`src/rtl/reservation_station_pkg.sv`:
```
// Shared definitions for the reservation station and any CDB broadcaster.
// Holds the tag/data widths, the "value present" tag encoding, the entry
// record layout and the CDB tag-match helper used for snoop and bypass.
package reservation_station_pkg;

    localparam int TAG_W  = 6;
    localparam int DATA_W = 32;
    localparam int OP_W   = 4;

    // Tag value meaning "operand value is already present"; the CDB
    // broadcaster must never drive a real result with this tag.
    localparam logic [TAG_W-1:0] INVALID_TAG = 6'b010000;

    typedef struct packed {
        logic              busy;
        logic [OP_W-1:0]   op;
        logic [TAG_W-1:0]  dest;
        logic [TAG_W-1:0]  qj;
        logic [DATA_W-1:0] vj;
        logic [TAG_W-1:0]  qk;
        logic [DATA_W-1:0] vk;
    } rs_entry_t;

    // True when a valid CDB broadcast produces the value that source tag q waits on.
    function automatic logic cdb_hit(
        input logic             cdb_valid,
        input logic [TAG_W-1:0] cdb_rob,
        input logic [TAG_W-1:0] q
    );
        return cdb_valid && (cdb_rob != INVALID_TAG) && (q == cdb_rob);
    endfunction

endpackage

```
`src/rtl/rs_entry.sv`:
```
// One reservation-station slot.
// Ports:
//   clock, rst_n        clock and asynchronous active-low reset
//   flush               squash: clears busy, wins over everything else
//   alloc               write a new instruction into this (free) slot
//   issue_*             instruction fields offered at allocation
//   cdb_valid/rob/data  result broadcast, snooped by a busy slot and
//                       bypassed into a slot being allocated
//   dispatch            slot was handed to the functional unit this cycle
//   entry               registered slot contents
module rs_entry
    import reservation_station_pkg::*;
(
    input  logic              clock,
    input  logic              rst_n,
    input  logic              flush,
    input  logic              alloc,
    input  logic [OP_W-1:0]   issue_op,
    input  logic [TAG_W-1:0]  issue_dest,
    input  logic [TAG_W-1:0]  issue_qj,
    input  logic [TAG_W-1:0]  issue_qk,
    input  logic [DATA_W-1:0] issue_vj,
    input  logic [DATA_W-1:0] issue_vk,
    input  logic              cdb_valid,
    input  logic [TAG_W-1:0]  cdb_rob,
    input  logic [DATA_W-1:0] cdb_data,
    input  logic              dispatch,
    output rs_entry_t         entry
);

    rs_entry_t entry_r;
    rs_entry_t entry_next_s;

    // Next-state: flush, then allocation with bypass, then snoop/dispatch of a busy slot.
    always_comb begin
        entry_next_s = entry_r;
        if (flush) begin
            entry_next_s.busy = 1'b0;
        end else if (alloc) begin
            entry_next_s.busy = 1'b1;
            entry_next_s.op   = issue_op;
            entry_next_s.dest = issue_dest;
            if (cdb_hit(cdb_valid, cdb_rob, issue_qj)) begin
                entry_next_s.qj = INVALID_TAG;
                entry_next_s.vj = cdb_data;
            end else begin
                entry_next_s.qj = issue_qj;
                entry_next_s.vj = issue_vj;
            end
            if (cdb_hit(cdb_valid, cdb_rob, issue_qk)) begin
                entry_next_s.qk = INVALID_TAG;
                entry_next_s.vk = cdb_data;
            end else begin
                entry_next_s.qk = issue_qk;
                entry_next_s.vk = issue_vk;
            end
        end else if (entry_r.busy) begin
            // Both operands snoop independently; a capture only becomes
            // visible as "ready" from the registered value next cycle.
            if (cdb_hit(cdb_valid, cdb_rob, entry_r.qj)) begin
                entry_next_s.qj = INVALID_TAG;
                entry_next_s.vj = cdb_data;
            end else begin
                entry_next_s.qj = entry_r.qj;
                entry_next_s.vj = entry_r.vj;
            end
            if (cdb_hit(cdb_valid, cdb_rob, entry_r.qk)) begin
                entry_next_s.qk = INVALID_TAG;
                entry_next_s.vk = cdb_data;
            end else begin
                entry_next_s.qk = entry_r.qk;
                entry_next_s.vk = entry_r.vk;
            end
            if (dispatch) begin
                entry_next_s.busy = 1'b0;
            end else begin
                entry_next_s.busy = 1'b1;
            end
        end else begin
            entry_next_s = entry_r;
        end
    end

    // Slot state register; reset leaves both source tags at "value present".
    always_ff @(posedge clock or negedge rst_n) begin
        if (!rst_n) begin
            entry_r <= '{busy: 1'b0,
                         op:   {OP_W{1'b0}},
                         dest: INVALID_TAG,
                         qj:   INVALID_TAG,
                         vj:   {DATA_W{1'b0}},
                         qk:   INVALID_TAG,
                         vk:   {DATA_W{1'b0}}};
        end else begin
            entry_r <= entry_next_s;
        end
    end

    assign entry = entry_r;

endmodule

```
`src/rtl/reservation_station.sv`:
```
// Reservation station: ENTRIES slots waiting on operand tags, fed from issue,
// woken by CDB broadcasts and drained into one functional unit.
// Operand/tag/opcode widths are those of reservation_station_pkg; the
// parameters exist for interface documentation and must keep those values.
// Ports:
//   clock, rst_n                 clock, asynchronous active-low reset
//   issue_valid/issue_ready      issue handshake (ready = some slot free)
//   issue_op/dest/qj/qk/vj/vk    instruction; qX==INVALID_TAG means vX valid
//   cdb_valid/cdb_rob/cdb_data   result broadcast
//   ex_valid/ex_ready            dispatch handshake to the functional unit
//   ex_op/ex_dest/ex_a/ex_b      lowest-index ready slot
//   flush                        synchronous squash of all slots
//   count                        number of busy slots
module reservation_station #(
    parameter int ENTRIES = 4,
    parameter int DATA_W  = reservation_station_pkg::DATA_W,
    parameter int TAG_W   = reservation_station_pkg::TAG_W,
    parameter int OP_W    = reservation_station_pkg::OP_W
) (
    input  logic                         clock,
    input  logic                         rst_n,
    input  logic                         issue_valid,
    output logic                         issue_ready,
    input  logic [OP_W-1:0]              issue_op,
    input  logic [TAG_W-1:0]             issue_dest,
    input  logic [TAG_W-1:0]             issue_qj,
    input  logic [TAG_W-1:0]             issue_qk,
    input  logic [DATA_W-1:0]            issue_vj,
    input  logic [DATA_W-1:0]            issue_vk,
    input  logic                         cdb_valid,
    input  logic [TAG_W-1:0]             cdb_rob,
    input  logic [DATA_W-1:0]            cdb_data,
    output logic                         ex_valid,
    input  logic                         ex_ready,
    output logic [OP_W-1:0]              ex_op,
    output logic [TAG_W-1:0]             ex_dest,
    output logic [DATA_W-1:0]            ex_a,
    output logic [DATA_W-1:0]            ex_b,
    input  logic                         flush,
    output logic [$clog2(ENTRIES+1)-1:0] count
);

    import reservation_station_pkg::*;

    localparam int CNT_W = $clog2(ENTRIES + 1);
    localparam logic [ENTRIES-1:0] ONE_E = {{(ENTRIES-1){1'b0}}, 1'b1};

    rs_entry_t          entry_s [ENTRIES];
    logic [ENTRIES-1:0] busy_s;
    logic [ENTRIES-1:0] ready_s;
    logic [ENTRIES-1:0] free_first_s;
    logic [ENTRIES-1:0] ready_first_s;
    logic [ENTRIES-1:0] alloc_s;
    logic [ENTRIES-1:0] dispatch_s;
    logic               do_issue_s;
    logic               do_dispatch_s;
    rs_entry_t          sel_s;
    logic [CNT_W-1:0]   count_r;
    logic [CNT_W-1:0]   count_next_s;

    for (genvar g = 0; g < ENTRIES; g++) begin : g_entry
        rs_entry u_entry (
            .clock      (clock),
            .rst_n      (rst_n),
            .flush      (flush),
            .alloc      (alloc_s[g]),
            .issue_op   (issue_op),
            .issue_dest (issue_dest),
            .issue_qj   (issue_qj),
            .issue_qk   (issue_qk),
            .issue_vj   (issue_vj),
            .issue_vk   (issue_vk),
            .cdb_valid  (cdb_valid),
            .cdb_rob    (cdb_rob),
            .cdb_data   (cdb_data),
            .dispatch   (dispatch_s[g]),
            .entry      (entry_s[g])
        );
        assign busy_s[g]  = entry_s[g].busy;
        assign ready_s[g] = entry_s[g].busy &&
                            (entry_s[g].qj == INVALID_TAG) &&
                            (entry_s[g].qk == INVALID_TAG);
    end

    // Handshakes and lowest-set-bit pickers (x & -x) for allocation and dispatch.
    always_comb begin
        issue_ready   = ~&busy_s;
        ex_valid      = |ready_s;
        do_issue_s    = issue_valid && issue_ready && !flush;
        do_dispatch_s = ex_valid && ex_ready && !flush;
        free_first_s  = ~busy_s & (busy_s + ONE_E);
        ready_first_s = ready_s & (~ready_s + ONE_E);
        alloc_s       = do_issue_s ? free_first_s : {ENTRIES{1'b0}};
        dispatch_s    = do_dispatch_s ? ready_first_s : {ENTRIES{1'b0}};
    end

    // Dispatch mux: idle value (op 0, dest INVALID_TAG, operands 0) when nothing is ready.
    always_comb begin
        sel_s = '{busy: 1'b0, op: {OP_W{1'b0}}, dest: INVALID_TAG,
                  qj: INVALID_TAG, vj: {DATA_W{1'b0}},
                  qk: INVALID_TAG, vk: {DATA_W{1'b0}}};
        for (int i = 0; i < ENTRIES; i++) begin
            if (ready_first_s[i]) begin
                sel_s = entry_s[i];
            end else begin
                sel_s = sel_s;
            end
        end
        ex_op   = sel_s.op;
        ex_dest = sel_s.dest;
        ex_a    = sel_s.vj;
        ex_b    = sel_s.vk;
    end

    // Occupancy next-state: flush empties, issue and dispatch may both apply.
    always_comb begin
        if (flush) begin
            count_next_s = {CNT_W{1'b0}};
        end else begin
            count_next_s = count_r + CNT_W'(do_issue_s) - CNT_W'(do_dispatch_s);
        end
    end

    // Occupancy register.
    always_ff @(posedge clock or negedge rst_n) begin
        if (!rst_n) begin
            count_r <= {CNT_W{1'b0}};
        end else begin
            count_r <= count_next_s;
        end
    end

    assign count = count_r;

endmodule

```
`config.mk`:
```
export PLATFORM = sky130hd
export DESIGN_NAME = reservation_station
export DESIGN_NICKNAME = d
export VERILOG_FILES = /design/src/rtl/reservation_station_pkg.sv /design/src/rtl/rs_entry.sv /design/src/rtl/reservation_station.sv
export SDC_FILE = /design/constraint.sdc
export NUM_CORES = 1
export LEC_CHECK = 0
export CAP_MARGIN = 20
export CORE_UTILIZATION = 35
export DETAILED_ROUTE_END_ITERATION = 8
export MAX_ROUTING_LAYER = met4
export PLACE_DENSITY = 0.52
export SLEW_MARGIN = 20
export SYNTH_ARGS = -nofsm -noshare
export SYNTH_HDL_FRONTEND = slang
export SYNTH_SLANG_ARGS = --single-unit
```
`constraint.sdc`:
```
create_clock -name clock -period 4.3 [get_ports clock]
set_input_delay 1.075 -clock clock [delete_from_list [all_inputs] [get_ports clock]]
set_output_delay 1.075 -clock clock [all_outputs]
set_load 0.1 [all_outputs]
```
==> Word-level counts from Yosys, hierarchy flattened <==
Cells that the tools add are included.
{ "classes": {"addsub": 4, "reduce_logical": 51, "n_eq_ne": 19, "bitwise_logic": 5, "muxes": 37} }
{ "ops": {"columns": ["cell", "n"], "rows": [
  ["$mux 38", 10],
  ["$mux 87", 4],
  ["$mux 86", 4],
  ["$mux 76", 4],
  ["$eq 6x6->1", 10],
  ["$eq 6x5->1 const B", 8],
  ["$reduce_and 3->1", 8],
  ["$reduce_bool 2->1", 12],
  ["$logic_and 1x1->1", 23],
  ["$mux 1", 12],
  ["$add 4x1->4 const B", 2],
  ["$and 4x4->4", 2],
  ["$mux 4", 2],
  ["$not 4->4", 2],
  ["$reduce_and 2->1", 4],
  ["$ne 6x5->1 const B", 1],
  ["$reduce_and 4->1", 1],
  ["$reduce_or 4->1", 1],
  ["$add 3x1->3", 1],
  ["$mux 3", 1],
  ["$sub 3x1->3", 1],
  ["$logic_not 1->1", 2],
  ["$not 1->1", 1]
]} }
{ "totals": {"wordCells": 145, "out_inout_bits": 79, "regBits": 351, "input_bits": 130} }

==> Depth between registers and ports, before layout <==
Gate-level depths: netlist of run 1.
{ "logic_depth": {"word_depth": 11, "depth_mapped": 15, "ltp_nobuf": 12} }

==> Cells and area by module <==
Synthesis of run 1 repeated with hierarchy kept, for this count alone.
{ "unflattened": {"hier_cells": 1718, "area_unflattened_um2": 20573.5} }
{ "modules_own_cells": {"columns": ["mod", "n_inst", "cells_each", "area_each_um2", "seq_area_each_um2"], "rows": [
  ["rs_entry", 4, 330, 4574.4, 2180.8],
  ["reservation_station", 1, 398, 2275.9, 75.1]
]} }

==> Worst setup path before layout of run 1 <==
Ideal clock, no wire load.
{ "synth_timing": {"kind": "register to output", "start": "register g_entry[0].u_entry.entry_r, in the netlist g_entry[0].u_entry.entry[36]", "end": "output port ex_a[30]", "required_time_ps": 3225, "arrival_time_ps": 4093, "stages_incl_launch_ff": 10, "path_slack_ps": -868, "n_path_buf": 4, "path_cell_list": "dfstp_2 > nor4bb_1 > and4_1 > buf_2 > or4_1 > clkbuf_1 > buf_2 > clkbuf_1 > o21ai_0 > o21ai_0"} }
{ "synth_between": {"elab_chain_cells": 9} }
{ "synth_rtl": {"columns": ["element", "line", "source"], "rows": [
  ["start: declaration", "rs_entry.sv:31", "rs_entry_t entry_r;"],
  ["start signal: assignment", "rs_entry.sv:87", "entry_r <= '{busy: 1'b0,"],
  ["start signal: assignment", "rs_entry.sv:95", "entry_r <= entry_next_s;"],
  ["$eq 6x5->1 *", "reservation_station.sv:82", "(entry_s[g].qk == INVALID_TAG);"],
  ["$logic_and 1x1->1 *", "reservation_station.sv:81", "(entry_s[g].qj == INVALID_TAG) &&"],
  ["$not 4->4", "reservation_station.sv:92", "ready_first_s = ready_s & (~ready_s + ONE_E);"],
  ["$add 4x1->4", "reservation_station.sv:92", null],
  ["$and 4x4->4 *", "reservation_station.sv:92", null],
  ["$mux 86 (3 in series)", "reservation_station.sv:103", "if (ready_first_s[i]) begin"],
  ["$mux 86 *", "reservation_station.sv:103", null],
  ["end: declaration", "reservation_station.sv:37", "output logic [DATA_W-1:0] ex_a,"]
]} }
Mark *: on every way between the ends. The rest lies on a longest branch, timed or not.

==> Final worst setup path of run 1 <==
{ "layout_timing": {"start": "register g_entry[2].u_entry.entry_r, in the netlist g_entry[2].u_entry.entry[36]", "end": "output port ex_a[17]"} }
{ "layout_between": {"elab_chain_cells": 7} }
{ "layout_rtl": {"columns": ["element", "line"], "rows": [
  ["start: declaration", "rs_entry.sv:31"],
  ["start signal: assignment", "rs_entry.sv:87"],
  ["start signal: assignment", "rs_entry.sv:95"],
  ["$eq 6x5->1 *", "reservation_station.sv:82"],
  ["$logic_and 1x1->1 *", "reservation_station.sv:81"],
  ["$not 4->4", "reservation_station.sv:92"],
  ["$add 4x1->4", "reservation_station.sv:92"],
  ["$and 4x4->4 *", "reservation_station.sv:92"],
  ["$mux 86", "reservation_station.sv:103"],
  ["$mux 86 *", "reservation_station.sv:103"]
]} }
Marked as above.

==> reports/results.txt, run 1 <==
Worst setup SP type: flip-flop
Syn. warnings: 0
Synthesis-stage register bit count: 351
CTS tree: done
Nets@finish: 2727
Clock Latency Late Sink: 0.59 ns
Worst reg2reg path startpoint: g_entry[0].u_entry.entry[36]
Layout area overhead: 25.0%
Overall power: 10.2 mW
Crit path required time: 3.22 ns
Syn Nets: 2658
Starting DRT DRC Count: 2212
Worst Hold Class: flip-flop to flip-flop
TritonRoute pass-1 iters: 6
Clock buffer depth: 3
Die W: 256 um
Worst Hold Path EP: g_entry[3].u_entry.entry[80]
Prevailing post-synth register cell: dfrtp_1
FF-to-FF path depth: 13
Final instance area: 28100 um2
RD Place Congestion: 0.842
CTS H-tree depth: 2
DIE AREA: 65300 um2
Via count: 21400
Max VDD drop: 0.000238 V
M3 GR Usage: 4.38%
Max frequency: 236 MHz
Avg WL per Cell: 25.5 um
Hold path depth: 2
Dpl ws: 0.422 ns
Worst Slack Setup Final: 0.0687 ns
FF-to-FF setup slack: 0.93 ns
Fillers: 5991
First-pass GRT wire length: 134 mm
Initial antenna violation count: 5
Crit share post-route: 98.4%
CP Capture Type: output pin
IO Port Bufs: 208
Reg2reg end: count[2]
Tot GR Track Use: 27.3%
Unique masters post-synth: 61
Core Region: 63300 um2
Max_slew headroom: 20.0%
Maxcap violations: 0
Pins Over Slew Limit: 0
Detail Placement HPWL: 54.3 mm
# IOs: 209
Mapped Cells: 2525
CTS clock-pin slew for the worst setup and hold paths: 0.05 ns
Most frequent cells in the layout: 338 x dfrtp_1, 261 x nand2_1, 261 x mux2_2
Pwr dens: 361 nW/um2
Most common cell after layout, fill and taps aside: dfrtp_1
CTS buffer count: 44
Status: finished clean
Register area share after synthesis: 39.1%
WP data arrival: 3.16 ns
Vias per std cell: 6.14
Clock skew: 0.00942 ns
Maximum fanout along the worst path: 19
GRT met2 Usage: 42.7%
ANT nets after route: 0
Final hold vios: 0
Routed WL: 88.7 mm
Vias in the first global route: 21500
CP Class: flip-flop to output pin
DR DRC count: 0
GRT busiest layer: met2
Async SR Flop Fraction: 100%
Layout cell share with drive strength beyond 1: 22.0%
Clock root buffer: clkbuf_16
Post-layout min period: 4.23 ns
GR Layer Usage met1: 35.1%
Largest net degree at the start of global routing: 108
Initial Util: 35.5%
Avg Cell Area, Syn: 8.91 um2
Worst hold slack: 0.460 ns
Grt total ovfl: 0
Clk sinks: 351
Tightest Pin Transition: 1.20 ns
HP Start: g_entry[3].u_entry.entry[80]
Final setup fails: 0
Die height: 256 um
Pleak: 11.6 nW
Hold_buf cts: 0
Num rows: 92
Cell area after synthesis: 22500 um2
DP Area: 26500 um2
Post-Route Setup TNS: 0 ns
EDFF count, synth: 0
registers in the layout (all words and copies together) (netlist names):
signal,cells
g_entry.u_entry.entry,348
count,3
layout make-up:
| cell class | count | area [um2] | share of cell area [%] |
|---|---|---|---|
| inverter | 93 | 349 | 1.24 |
| tap | 846 | 1060 | 3.76 |
| timing repair buffer | 304 | 3950 | 14.0 |
| sequential | 351 | 8800 | 31.3 |
| multi-input combinational | 1800 | 12500 | 44.3 |
| antenna | 3 | 7.51 | 0.0267 |
| clock buffer | 66 | 1360 | 4.82 |
| clock inverter | 16 | 150 | 0.534 |
cell families (layout without fill, tap and decap cells):
family,count (synthesis),in the layout,synth area share [%]
buffers and inverters,374,479,6.84
adders and majority gates,3,3,0.200
other,0,3,0
xor gates and xnor gates,62,62,2.41
and+or+nand+nor,722,722,15.3
AOI/OAI and AO/OA,706,706,21.0
muxes,307,307,15.2
DFF,351,351,39.1
per-stage QoR:
step	cells	utilization, %
finish	3479	44.4
global route	3479	44.4
CTS	3472	44.2
detailed placement	3390	41.8
global placement	3390	41.8
floorplan	2525	-
per-layer routing:
metal / vias to the layer above / part of all wire (%)
li1: 9311 / -
met2: 1007 / 46
met4: 0 / 3.5
met5: - / 0
met1: 10800 / 43
met3: 214 / 7.4
synth_stat cells (10+ instances only):
master / number / area share, %
mux2_2: 261 / 13
xnor2_1: 25 / 0.97
o21a_1: 31 / 1.0
nand2_1: 261 / 4.4
a22o_1: 10 / 0.39
nor3_1: 67 / 1.5
mux2i_1: 32 / 1.4
clkbuf_1: 199 / 3.3
a21boi_0: 61 / 2.0
nand3_1: 156 / 3.5
nor2_1: 104 / 1.7
a22oi_1: 138 / 4.6
mux2_1: 14 / 0.70
nand4_1: 77 / 2.1
dfstp_2: 12 / 1.4
buf_2: 41 / 0.91
o2bb2ai_1: 38 / 1.5
dfrtp_1: 339 / 38
inv_1: 93 / 1.6
o22ai_1: 60 / 1.7
o21ai_0: 191 / 4.2
buf_1: 25 / 0.42
o22a_1: 60 / 2.3
a21oi_1: 62 / 1.4
o211ai_1: 22 / 0.73
xor2_1: 37 / 1.4
a2bb2oi_1: 14 / 0.54
report_power, final:
group	internal [mW]	leakage [nW]	switching, mW
registers	4.01	4.40	0.404
clock network	2.30	0.747	1.56
logic	0.924	6.41	0.958
total	7.24	11.6	2.92
worst max path at each step:
stage / start / endpoint / slack [ns] / depth (start not counted)
3_3_place_gp: cdb_rob[5] / g_entry[0].u_entry.entry[46] / 0.46 / 8
2_1_floorplan: g_entry[3].u_entry.entry[36] / ex_a[10] / -0.20 / 7
5_1_grt: g_entry[3].u_entry.entry[74] / ex_b[16] / -0.01 / 7
6_report: g_entry[2].u_entry.entry[36] / ex_a[17] / 0.07 / 8
3_5_place_dp: issue_qk[3] / g_entry[2].u_entry.entry[2] / 0.42 / 7
4_1_cts: g_entry[2].u_entry.entry[36] / ex_a[17] / 0.006 / 8
what timing repair did:
item | CTS | global route
setup endpoints to repair | 25 | 39
gates cloned | 0 | 1
hold endpoints to repair | 0 | 0
buffers inserted | 0 | 3
gates resized for setup | 4 | 15
pin swaps | 1 | 4
critical path, cell delays in order (launching register included):
cell,delay (ns)
dfstp_2,0.55
nor4bb_2,0.36
and4_4,0.33
buf_6,0.27
nand3_1,0.20
buf_4,0.26
o21ai_0,0.25
o21ai_2,0.15
buf_12,0.19
No activity file was read; power rests on OpenSTA's default activity.
==> run 2: changes to the inputs <==
--- a/config.mk
+++ b/config.mk
@@ -8,6 +8,7 @@
 export CAP_MARGIN = 20
 export CORE_UTILIZATION = 35
 export DETAILED_ROUTE_END_ITERATION = 8
+export GPL_TIMING_DRIVEN = 0
 export MAX_ROUTING_LAYER = met4
 export PLACE_DENSITY = 0.52
 export SLEW_MARGIN = 20
==> run 2 against run 1 <==
The flow now finishes with violations (setup timing). Setup slack got worse by 0.071 ns. Critical path depth rose by 1. Clock-buffer cell count fell by 6. Global-route usage rose by 5.8 points. Combinational power rose by 3%. Register-to-register slack got worse by 0.14 ns. Design area fell by 0.99%. First-iteration DRC count rose by 36%. Die area did not move. Sequential share of layout area rose by 0.31 points. Critical endpoint is now ex_a[30]. Largest cell class unchanged.
==> reports/results.txt, run 2 (synthesis gave the netlist of run 1 again) <==
Status: finished with violations
Violated checks: setup timing
Psw: 3.06 mW (+4.7%)
Max VDD drop: 0.000314 V (+32%)
TritonRoute pass-1 iters: 6 (unchanged)
Clock root buffer: clkbuf_16
Maximum fanout along the worst path: 10 (-9)
Largest register FFs: 348 (unchanged)
Clock skew: 0.0236 ns (+0.0142 ns)
FF-to-FF path depth: 8 (-5)
DR DRC count: 0 (unchanged)
Most common cell after layout, fill and taps aside: dfrtp_1
Avg WL per Cell: 29.5 um (+16%)
Layout cell share with drive strength beyond 1: 22.0% (+0.039 points)
Die W: 256 um (unchanged)
ANT nets after route: 0 (unchanged)
Largest net degree at the start of global routing: 90 (-17%)
Critical-path top delay cell: nor3_1
CTS H-tree depth: 2 (unchanged)
Starting DRT DRC Count: 3012 (+36%)
CP Capture Type: output pin
Area used by multi-input combinational logic: 12500 um2 (+0.71%)
Initial Util: 35.5% (unchanged)
Fillers: 6270 (+4.7%)
Reg2reg end: g_entry[3].u_entry.entry[84]
Tightest Pin Transition: 1.20 ns (-0.00398 ns)
Pins Over Slew Limit: 0 (unchanged)
Vias per std cell: 6.22 (+1.4%)
Post-layout min period: 4.30 ns (+0.0707 ns)
Worst reg2reg path startpoint: g_entry[2].u_entry.entry[86]
Clock buffer depth: 3 (unchanged)
Worst setup SP type: flip-flop
Pwr dens: 370 nW/um2 (+2.3%)
Hold_buf cts: 0 (unchanged)
Clock Latency Late Sink: 0.60 ns (about the same)
Num rows: 92 (unchanged)
Crit path launch: g_entry[0].u_entry.entry[34]
Worst Hold Class: input port to asynchronous set/reset pin
Most frequent cells in the layout: 339 x dfrtp_1, 261 x nand2_1, 261 x mux2_2
Critical path endpoint: ex_a[30]
RD Place Congestion: 0.965 (+15%)
Worst Slack Setup Final: -0.00198 ns (-0.0707 ns)
CP peak stage delay: 0.49 ns (-0.06 ns)
Max_slew headroom: 20.2% (+0.27 points)
Sw Share: 29.7% (+0.97 points)
CP Class: flip-flop to output pin
Pleak: 11.6 nW (+0.54%)
Via count: 22700 (+6.3%)
Combinational share of power: 18.8% (+0.3 points)
WP data arrival: 3.23 ns (+0.07 ns)
DIE AREA: 65300 um2 (unchanged)
Worst hold slack: 0.331 ns (-0.129 ns)
Grt total ovfl: 0 (unchanged)
Core Util, Final: 44.0% (-0.44 points)
FF-to-FF setup slack: 0.79 ns (-0.14 ns)
Tot GR Track Use: 33.1% (+5.8 points)
First-pass GRT wire length: 156 mm (+16%)
Crit path required time: 3.22 ns (about the same)
Die height: 256 um (unchanged)
Most used cell, CP: buf_12
RSZ-0062 raised after global routing: true
Clk sinks: 351 (unchanged)
Design internal power: 7.23 mW (about the same)
Maxcap violations: 0 (unchanged)
Vias in the first global route: 22500 (+4.4%)
Layout area overhead: 23.8%
Clock power share: 38.2% (+0.2 points)
Routed WL: 108 mm (+21%)
Final hold vios: 0 (unchanged)
Sequential share of power: 43.1% (-0.4 points)
# IOs: 209 (unchanged)
Core Region: 63300 um2 (unchanged)
Crit share post-route: 100% (+1.6 points)
CTS clock-pin slew for the worst setup and hold paths: 0.05 ns (about the same)
Storage cell area: 8800 um2 (about the same)
Initial antenna violation count: 4 (-1)
IO Port Bufs: 175 (-16%)
Nets@finish: 2898 (+6.3%)
CTS buffer count: 45 (+2.3%)
Critical path cell sequence: nor3_1, and4_1, buf_4, or4_4, buf_12, clkbuf_16, o21ai_0, o21ai_2, buf_12
Final setup fails: 2 (+2)
CTS tree: done
Max frequency: 232 MHz (-1.6%)
Overall power: 10.3 mW (+1.3%)
Detail Placement HPWL: 75.7 mm (+39%)
## run 2: how the worst min path moves through the flow
stage | start | endpoint | slack [ns] | cells after the start
after floorplan | g_entry[2].u_entry.entry[80] | g_entry[2].u_entry.entry[80] | 0.44 | 2
after global placement | g_entry[2].u_entry.entry[80] | g_entry[2].u_entry.entry[80] | 0.45 | 2
after detailed placement | g_entry[3].u_entry.entry[80] | g_entry[3].u_entry.entry[80] | 0.46 | 2
after CTS | rst_n | g_entry[2].u_entry.entry[27] | 0.32 | 1
after global routing | rst_n | g_entry[2].u_entry.entry[27] | 0.34 | 1
final | rst_n | g_entry[2].u_entry.entry[35] | 0.33 | 1
## run 2: layout make-up
cell class	instances	area share, %
inverter	93	1.25
tap	846	3.80
multi-input combinational	1801	45.0
buffer	279	5.49
clock buffer	60	4.57
timing repair buffer	194	7.46
sequential	351	31.6
clock inverter	20	0.759
antenna	3	0.0270
## run 2: metal layers
layer	up-vias	share of wire [%]	GRT usage, %
met5	-	0	-
met3	308	9.4	6.91
met4	0	5.3	17.1
met2	1363	44	49.5
li1	9655	-	-
met1	11400	41	42.2
## run 2: stage by stage
step	instances	setup TNS, ns	cell area (um2)	setup WS [ns]
2_1_floorplan	2525	-3.60	22600	-0.199
3_3_place_gp	3546	-5112.82	25400	-14.38
3_5_place_dp	3551	-112.10	25500	-1.84
4_1_cts	3635	-0.0293	27500	-0.0200
5_1_grt	3647	-0.187	27900	-0.0333
6_report	3647	-0.00253	27900	-0.00198
## run 2: what timing repair did
action | in CTS | in global routing
pin swaps | 8 | 9
setup endpoints to repair | 78 | 66
buffers inserted | 5 | 8
resized for setup | 649 | 54
gates cloned | 0 | 2
## run 2: power by group through the flow
stage | sequential (mW) | clock (mW) | combinational (mW)
detailed placement | 4.46 | 0 | 1.85
finish | 4.43 | 3.93 | 1.93
global route | 4.52 | 4.10 | 2.06
global placement | 4.45 | 0 | 1.79
floorplan | 4.35 | 0 | 1.24
CTS | 4.41 | 3.97 | 1.88
## run 2: worst max-delay path, delay by kind of cell, from the launching register on
family	cells	cell delay, ns
and+or+nand+nor	3	1.01
buffers and inverters	4	0.78
AOI/OAI and AO/OA	2	0.43
DFF	1	0.41
